### src/rtl/vga_rx_monitor.sv
// VGA receive-side timing monitor: recovers line/frame position from HS/VS, locks, emits active pixels.
// Optional per-frame colour checksum output enabled by defining VGA_RX_CHECKSUM_EN.
module vga_rx_monitor #(
   parameter int unsigned H_TOTAL     = 800,
   parameter int unsigned V_TOTAL     = 525,
   parameter int unsigned H_ACT_START = 144,
   parameter int unsigned H_ACT_LEN   = 640,
   parameter int unsigned V_ACT_START = 35,
   parameter int unsigned V_ACT_LEN   = 480,
   parameter int unsigned LOCK_FRAMES = 2
) (
   input  logic        CLOCK_50,
   input  logic        reset,
   input  logic        vga_clk,
   input  logic        vga_hs,
   input  logic        vga_vs,
   input  logic [7:0]  vga_r,
   input  logic [7:0]  vga_g,
   input  logic [7:0]  vga_b,
   output logic        locked,
   output logic        pix_valid,
   output logic [9:0]  pix_x,
   output logic [9:0]  pix_y,
   output logic [7:0]  pix_r,
   output logic [7:0]  pix_g,
   output logic [7:0]  pix_b,
   output logic        frame_start,
   output logic [9:0]  h_total_meas,
   output logic [9:0]  v_total_meas,
`ifdef VGA_RX_CHECKSUM_EN
   output logic [15:0] frame_sum,
`endif
   output logic [7:0]  err_count
);

   typedef enum logic [1:0] {SEARCH, MEASURE, LOCKED} state_t;

   state_t      state_q, state_d;
   logic        vclk_q, vclk_d;
   logic        hs_prev_q, hs_prev_d, vs_prev_q, vs_prev_d;
   logic [9:0]  hcnt_q, hcnt_d, vcnt_q, vcnt_d;
   logic [3:0]  good_cnt_q, good_cnt_d;
   logic        frame_bad_q, frame_bad_d;
   logic        locked_q, locked_d, pix_valid_q, pix_valid_d, frame_start_q, frame_start_d;
   logic [9:0]  pix_x_q, pix_x_d, pix_y_q, pix_y_d;
   logic [7:0]  pix_r_q, pix_r_d, pix_g_q, pix_g_d, pix_b_q, pix_b_d;
   logic [9:0]  h_meas_q, h_meas_d, v_meas_q, v_meas_d;
   logic [7:0]  err_q, err_d;
`ifdef VGA_RX_CHECKSUM_EN
   logic [15:0] acc_q, acc_d, sum_q, sum_d, rgb_sum;
`endif

   logic        pix_en, hs_fall, vs_fall, line_bad, frame_err, bad_acc, in_act;
   logic [9:0]  idx, line, h_len, v_len;
   logic [3:0]  good_inc;

   assign pix_en   = vga_clk & ~vclk_q;
   assign hs_fall  = hs_prev_q & ~vga_hs;
   assign vs_fall  = vs_prev_q & ~vga_vs;
   assign h_len    = hcnt_q + 10'd1;
   assign v_len    = vcnt_q + 10'd1;
   assign good_inc = good_cnt_q + 4'd1;

   always_comb begin
      state_d       = state_q;
      vclk_d        = vga_clk;
      hs_prev_d     = hs_prev_q;
      vs_prev_d     = vs_prev_q;
      hcnt_d        = hcnt_q;
      vcnt_d        = vcnt_q;
      good_cnt_d    = good_cnt_q;
      frame_bad_d   = frame_bad_q;
      locked_d      = locked_q;
      pix_valid_d   = 1'b0;
      frame_start_d = 1'b0;
      pix_x_d       = pix_x_q;
      pix_y_d       = pix_y_q;
      pix_r_d       = pix_r_q;
      pix_g_d       = pix_g_q;
      pix_b_d       = pix_b_q;
      h_meas_d      = h_meas_q;
      v_meas_d      = v_meas_q;
      err_d         = err_q;
      idx           = hcnt_q;
      line          = vcnt_q;
      line_bad      = 1'b0;
      frame_err     = 1'b0;
      bad_acc       = frame_bad_q;
      in_act        = 1'b0;
`ifdef VGA_RX_CHECKSUM_EN
      acc_d         = acc_q;
      sum_d         = sum_q;
      rgb_sum       = 16'(vga_r) + 16'(vga_g) + 16'(vga_b);
`endif
      if (pix_en) begin
         hs_prev_d = vga_hs;
         vs_prev_d = vga_vs;
         if (hs_fall) begin
            idx      = '0;
            h_meas_d = h_len;
            line_bad = (h_len != 10'(H_TOTAL));
            line     = (vcnt_q == '1) ? vcnt_q : v_len;
         end else begin
            idx      = (hcnt_q == '1) ? hcnt_q : h_len;
            // Saturation at 1023 means this transition happens only once per long line.
            line_bad = (hcnt_q == 10'd1022);
         end
         if (vs_fall) begin
            v_meas_d      = v_len;
            frame_err     = ~hs_fall | (v_len != 10'(V_TOTAL));
            line          = '0;
            frame_start_d = 1'b1;
         end
         hcnt_d  = idx;
         vcnt_d  = line;
         bad_acc = frame_bad_q | line_bad;

         unique case (state_q)
            SEARCH: begin
               if (vs_fall) begin
                  state_d     = MEASURE;
                  good_cnt_d  = '0;
                  frame_bad_d = 1'b0;
               end
            end
            MEASURE: begin
               frame_bad_d = bad_acc;
               if (vs_fall) begin
                  frame_bad_d = 1'b0;
                  if (!bad_acc && !frame_err) begin
                     good_cnt_d = good_inc;
                     if (good_inc == 4'(LOCK_FRAMES)) begin
                        state_d  = LOCKED;
                        locked_d = 1'b1;
                     end
                  end else begin
                     good_cnt_d = '0;
                  end
               end
            end
            LOCKED: begin
               if (line_bad || (vs_fall && frame_err)) begin
                  err_d    = (err_q == '1) ? err_q : err_q + 8'd1;
                  locked_d = 1'b0;
                  state_d  = SEARCH;
               end
            end
            default: state_d = SEARCH;
         endcase

         in_act = locked_d
                  && (idx  >= 10'(H_ACT_START)) && (idx  < 10'(H_ACT_START + H_ACT_LEN))
                  && (line >= 10'(V_ACT_START)) && (line < 10'(V_ACT_START + V_ACT_LEN));
         if (in_act) begin
            pix_valid_d = 1'b1;
            pix_x_d     = idx - 10'(H_ACT_START);
            pix_y_d     = line - 10'(V_ACT_START);
            pix_r_d     = vga_r;
            pix_g_d     = vga_g;
            pix_b_d     = vga_b;
         end
`ifdef VGA_RX_CHECKSUM_EN
         if (vs_fall) begin
            if (locked_q) sum_d = acc_q;
            acc_d = in_act ? rgb_sum : '0;
         end else if (in_act) begin
            acc_d = acc_q + rgb_sum;
         end
`endif
      end
   end

   always_ff @(posedge CLOCK_50) begin
      if (reset) begin
         state_q       <= SEARCH;
         vclk_q        <= 1'b0;
         hs_prev_q     <= 1'b1;
         vs_prev_q     <= 1'b1;
         hcnt_q        <= '0;
         vcnt_q        <= '0;
         good_cnt_q    <= '0;
         frame_bad_q   <= 1'b0;
         locked_q      <= 1'b0;
         pix_valid_q   <= 1'b0;
         frame_start_q <= 1'b0;
         pix_x_q       <= '0;
         pix_y_q       <= '0;
         pix_r_q       <= '0;
         pix_g_q       <= '0;
         pix_b_q       <= '0;
         h_meas_q      <= '0;
         v_meas_q      <= '0;
         err_q         <= '0;
`ifdef VGA_RX_CHECKSUM_EN
         acc_q         <= '0;
         sum_q         <= '0;
`endif
      end else begin
         state_q       <= state_d;
         vclk_q        <= vclk_d;
         hs_prev_q     <= hs_prev_d;
         vs_prev_q     <= vs_prev_d;
         hcnt_q        <= hcnt_d;
         vcnt_q        <= vcnt_d;
         good_cnt_q    <= good_cnt_d;
         frame_bad_q   <= frame_bad_d;
         locked_q      <= locked_d;
         pix_valid_q   <= pix_valid_d;
         frame_start_q <= frame_start_d;
         pix_x_q       <= pix_x_d;
         pix_y_q       <= pix_y_d;
         pix_r_q       <= pix_r_d;
         pix_g_q       <= pix_g_d;
         pix_b_q       <= pix_b_d;
         h_meas_q      <= h_meas_d;
         v_meas_q      <= v_meas_d;
         err_q         <= err_d;
`ifdef VGA_RX_CHECKSUM_EN
         acc_q         <= acc_d;
         sum_q         <= sum_d;
`endif
      end
   end

   assign locked       = locked_q;
   assign pix_valid    = pix_valid_q;
   assign pix_x        = pix_x_q;
   assign pix_y        = pix_y_q;
   assign pix_r        = pix_r_q;
   assign pix_g        = pix_g_q;
   assign pix_b        = pix_b_q;
   assign frame_start  = frame_start_q;
   assign h_total_meas = h_meas_q;
   assign v_total_meas = v_meas_q;
   assign err_count    = err_q;
`ifdef VGA_RX_CHECKSUM_EN
   assign frame_sum    = sum_q;
`endif

endmodule

### config.mk
export PLATFORM = sky130hd
export DESIGN_NAME = vga_rx_monitor
export DESIGN_NICKNAME = d
export VERILOG_FILES = /design/src/rtl/vga_rx_monitor.sv
export SDC_FILE = /design/constraint.sdc
export NUM_CORES = 1
export LEC_CHECK = 0
export CAP_MARGIN = 5
export CORE_UTILIZATION = 53
export DETAILED_ROUTE_END_ITERATION = 10
export PLACE_DENSITY = 0.81
export SLEW_MARGIN = 25
export SYNTH_ARGS = -nofsm -noshare
export SYNTH_HDL_FRONTEND = slang
export SYNTH_SLANG_ARGS = --single-unit
### constraint.sdc
create_clock -name CLOCK_50 -period 4.35 [get_ports CLOCK_50]
set_input_delay 1.0875 -clock CLOCK_50 [delete_from_list [all_inputs] [get_ports CLOCK_50]]
set_output_delay 1.0875 -clock CLOCK_50 [all_outputs]
set_load 0.005 [all_outputs]
==> summary.md <==
| Metric | Value |
|---|---|
| Clock power share | 34.5% |
| Core ar. | 9950 µm² |
| Worst setup EP type | register |
| Pin count of the biggest net entering global routing | 101 |
| Hold Path Class | reg -> reg |
| Setup bufs post-CTS | 0 |
| First-pass GRT wire length | 24.6 mm |
| CTS Sinks | 105 |
| Routed len/inst | 16.5 µm |
| Max cap viols | 0 |
| Ys async rst share | 0% |
| Cell variety after synth | 61 |
| Clk slew on worst S/H paths | 0.10 ns |
| Fin. max-slew vios | 0 |
| Average cell area after synthesis | 8.08 µm² |
| Combinational power share | 11.1% |
| Routed via count | 5351 |
| Tightest Pin Transition | 0.759 ns |
| Fill cell count | 815 |
| Top FF cell, synth | dfxtp_1 |
| Cell Area, Synth | 5530 µm² |
| Pwr dens | 264 nW/µm² |
| Max Fclk | 261 MHz |
| CTS max path bufs | 2 |
| Yosys synthesis warning count | 0 |
| Int Pwr | 1.35 mW |
| Site Rows | 36 |
| Layout Cells excl Fill | 902 |
| Internal reg-to-reg setup slack | 0.64 ns |
| Clock Skew | 0.0110 ns |
| Post-synth EDFFs | 0 |
| Net count of the finished layout | 807 |
| Biggest area consumer among synthesized cells | dfxtp_1 |
| Final worst-path cycle share | 88.0% |
| H-tree depth | 3 |
| Top cell type's share of synthesized area | 38.0% |
| IO Count | 104 |
| Switching Fraction | 25.7% |
| First-pass detailed-route iteration total | 5 |
| IO Port Bufs | 103 |
| Critical Path AT | 4.07 ns |
| Num CTS Buffers | 9 |
| Global route total overflow | 0 |
| Post-synthesis cell count | 685 |
| Largest delay share family, worst path | simple AND/OR/NAND/NOR gates |
| Min cycle time layout | 3.83 ns |
| Sequential element share of the synthesized area | 38.0% |
| CP startpoint kind | input pin |
| DP HPWL | 10.5 mm |
| Crit Path Class | in -> reg |
| Post-Place Cells | 886 |
| Clk Latency, worst-skew pair | 0.38 ns |
| Clock root buffer master | clkbuf_8 |
| Die Span X | 104 µm |
| List of most frequent post-synthesis cells | dfxtp_1, a21oi_1, nand2_1, nor2_1, nand3_1 |
| Finished Cell Area | 6900 µm² |
| CP cell instances | clkdlybuf4s50_1 > nand2b_1 > a31oi_4 > xnor2_1 > nor2_1 > ha_1 > nor4_1 > o211ai_1 > and4bb_1 > buf_12 > a21oi_1 > a211oi_2 |
| CP Max Fanout | 43 |
| Initial antenna violation count | 0 |
| Post-route antenna net violation count | 0 |
| Initial Util | 55.6% |
| Post-detailed-routing wire length | 14.9 mm |
| Slowest stage delay, CP | 0.47 ns |
| CTS tree | yes |
| Residual DRC | 0 |
| RePlAce Congestion | 0.948 |
| DIE HEIGHT | 104 µm |
| Flop pwr share | 54.4% |
| Ant diodes | 0 |
| Final setup viols | 0 |
| Most frequent cell after synthesis | dfxtp_1 |
| Buf/Inv on CP | 2 |
| Gr usage total | 27.6% |
| Rel. slew slack | 49.4% |
| Vias/cell | 5.93 |
| Share of layout cells above drive strength 1 | 8.84% |
| Sw Pwr | 468 µW |
| Initial DRC Count | 364 |
| Die area | 10900 µm² |
| Vias in the first global route | 5014 |
| Post_cts resized | 0 |
| Maximum vdd drop | 0.191 mV |
| Leakage | 2.25 nW |
| CP Data Required Time | 4.59 ns |
| Area contributors post-synth | dfxtp_1, a21oi_1, nand3_1, nand2_1, nor2_1 |
| Power Total | 1.82 mW |
| Critical-path top delay cell | nor4_1 |
| Synth Net Count | 728 |
| Status | finished clean |
| DP Worst Slack | 0.104 ns |
| Synth-to-Final Area Change | 24.7% |
| Register bit count reported by yosys | 105 |
| Final Hold Fails | 0 |
| Setup TNS | 0 ns |
| Setup slack after layout | 0.522 ns |
| RSZ-0062 raised after global routing | no |
| Hold buffers post-CTS | 0 |
| Cell Area, Placed | 6690 µm² |
==> final cells by class <==
cell class / instances / area [µm²] / share of cell area [%]
tap: 133 / 166 / 2.41
multi-input combinational: 505 / 3110 / 45.1
timing repair buffer: 128 / 1250 / 18.2
inverter: 15 / 56.3 / 0.816
clock buffer: 11 / 141 / 2.05
clock inverter: 5 / 63.8 / 0.925
sequential: 105 / 2100 / 30.5
==> layer usage <==
metal	track usage (%)	routed length, µm
met4	9.39	241
met2	46.6	7030
met5	0	0
met3	3.95	963
met1	36.0	6650
==> flip-flops by register name (all words and copies together) (netlist names), 10 cells and up <==
name and cells:
h_total_meas 10, hcnt_q 10, pix_x 10, pix_y 10
v_total_meas 10, vcnt_q 10
==> worst paths after layout <==
check / from / to / cells after the start
hold / removal: pix_y[5] / pix_y[5] / 2
setup reg to reg: hcnt_q[1] / pix_x[6] / 13
setup / recovery: vga_hs / pix_x[7] / 12
hold reg to reg: pix_y[5] / pix_y[5] / 2
==> worst register-to-register path, cell delays in order (launching register included) <==
cell and delay (ns):
dfxtp_1 0.53, ha_1 0.26, nand4_2 0.21, or3_1 0.46, a21oi_1 0.43, ha_1 0.24
nand2_1 0.05, a21oi_1 0.14, nand4_1 0.14, a211oi_2 0.30, and4bb_1 0.28, buf_12 0.23
a21oi_1 0.10, a311oi_1 0.26
==> power by group through the flow <==
stage	sequential, mW	combinational (mW)	clock (mW)
final	0.992	0.202	0.628
after global routing	0.995	0.219	0.675
after CTS	0.992	0.201	0.643
after detailed placement	1.01	0.199	0
after global placement	1.01	0.197	0
after floorplan	1.01	0.112	0
==> through the flow <==
stage                     util [%]  hold slack, ns
after CTS                     69.3           0.458
after detailed placement      67.2           0.443
after floorplan                  -           0.444
after global routing          69.3           0.482
final                         69.3           0.458
after global placement        67.2           0.437
==> cells by family (layout without fill, tap and decap cells) <==
group / after synthesis / count (layout) / synth area share, %
fa+ha+maj: 14 / 14 / 3.17
xor+xnor: 34 / 34 / 5.38
simple gates: 244 / 244 / 21.6
flops: 105 / 105 / 38.0
compound gates: 209 / 209 / 25.2
mux: 4 / 4 / 0.724
buf+inv: 75 / 159 / 5.90
==> placed cells by master, fill, tap and decap left out, types with 9 or more instances in the layout <==
master           count
nand3_1             49
nor3_1              19
dfxtp_1            105
a211oi_1            21
a21oi_1             80
xnor2_1             18
nor2_1              62
inv_1               15
ha_1                14
o21ai_1             24
clkbuf_8            10
o21ai_0             24
nand4_1              9
nand2_1             62
clkdlybuf4s50_1    102
xor2_1              16
buf_4               21
(Power assumes the default switching activity.)
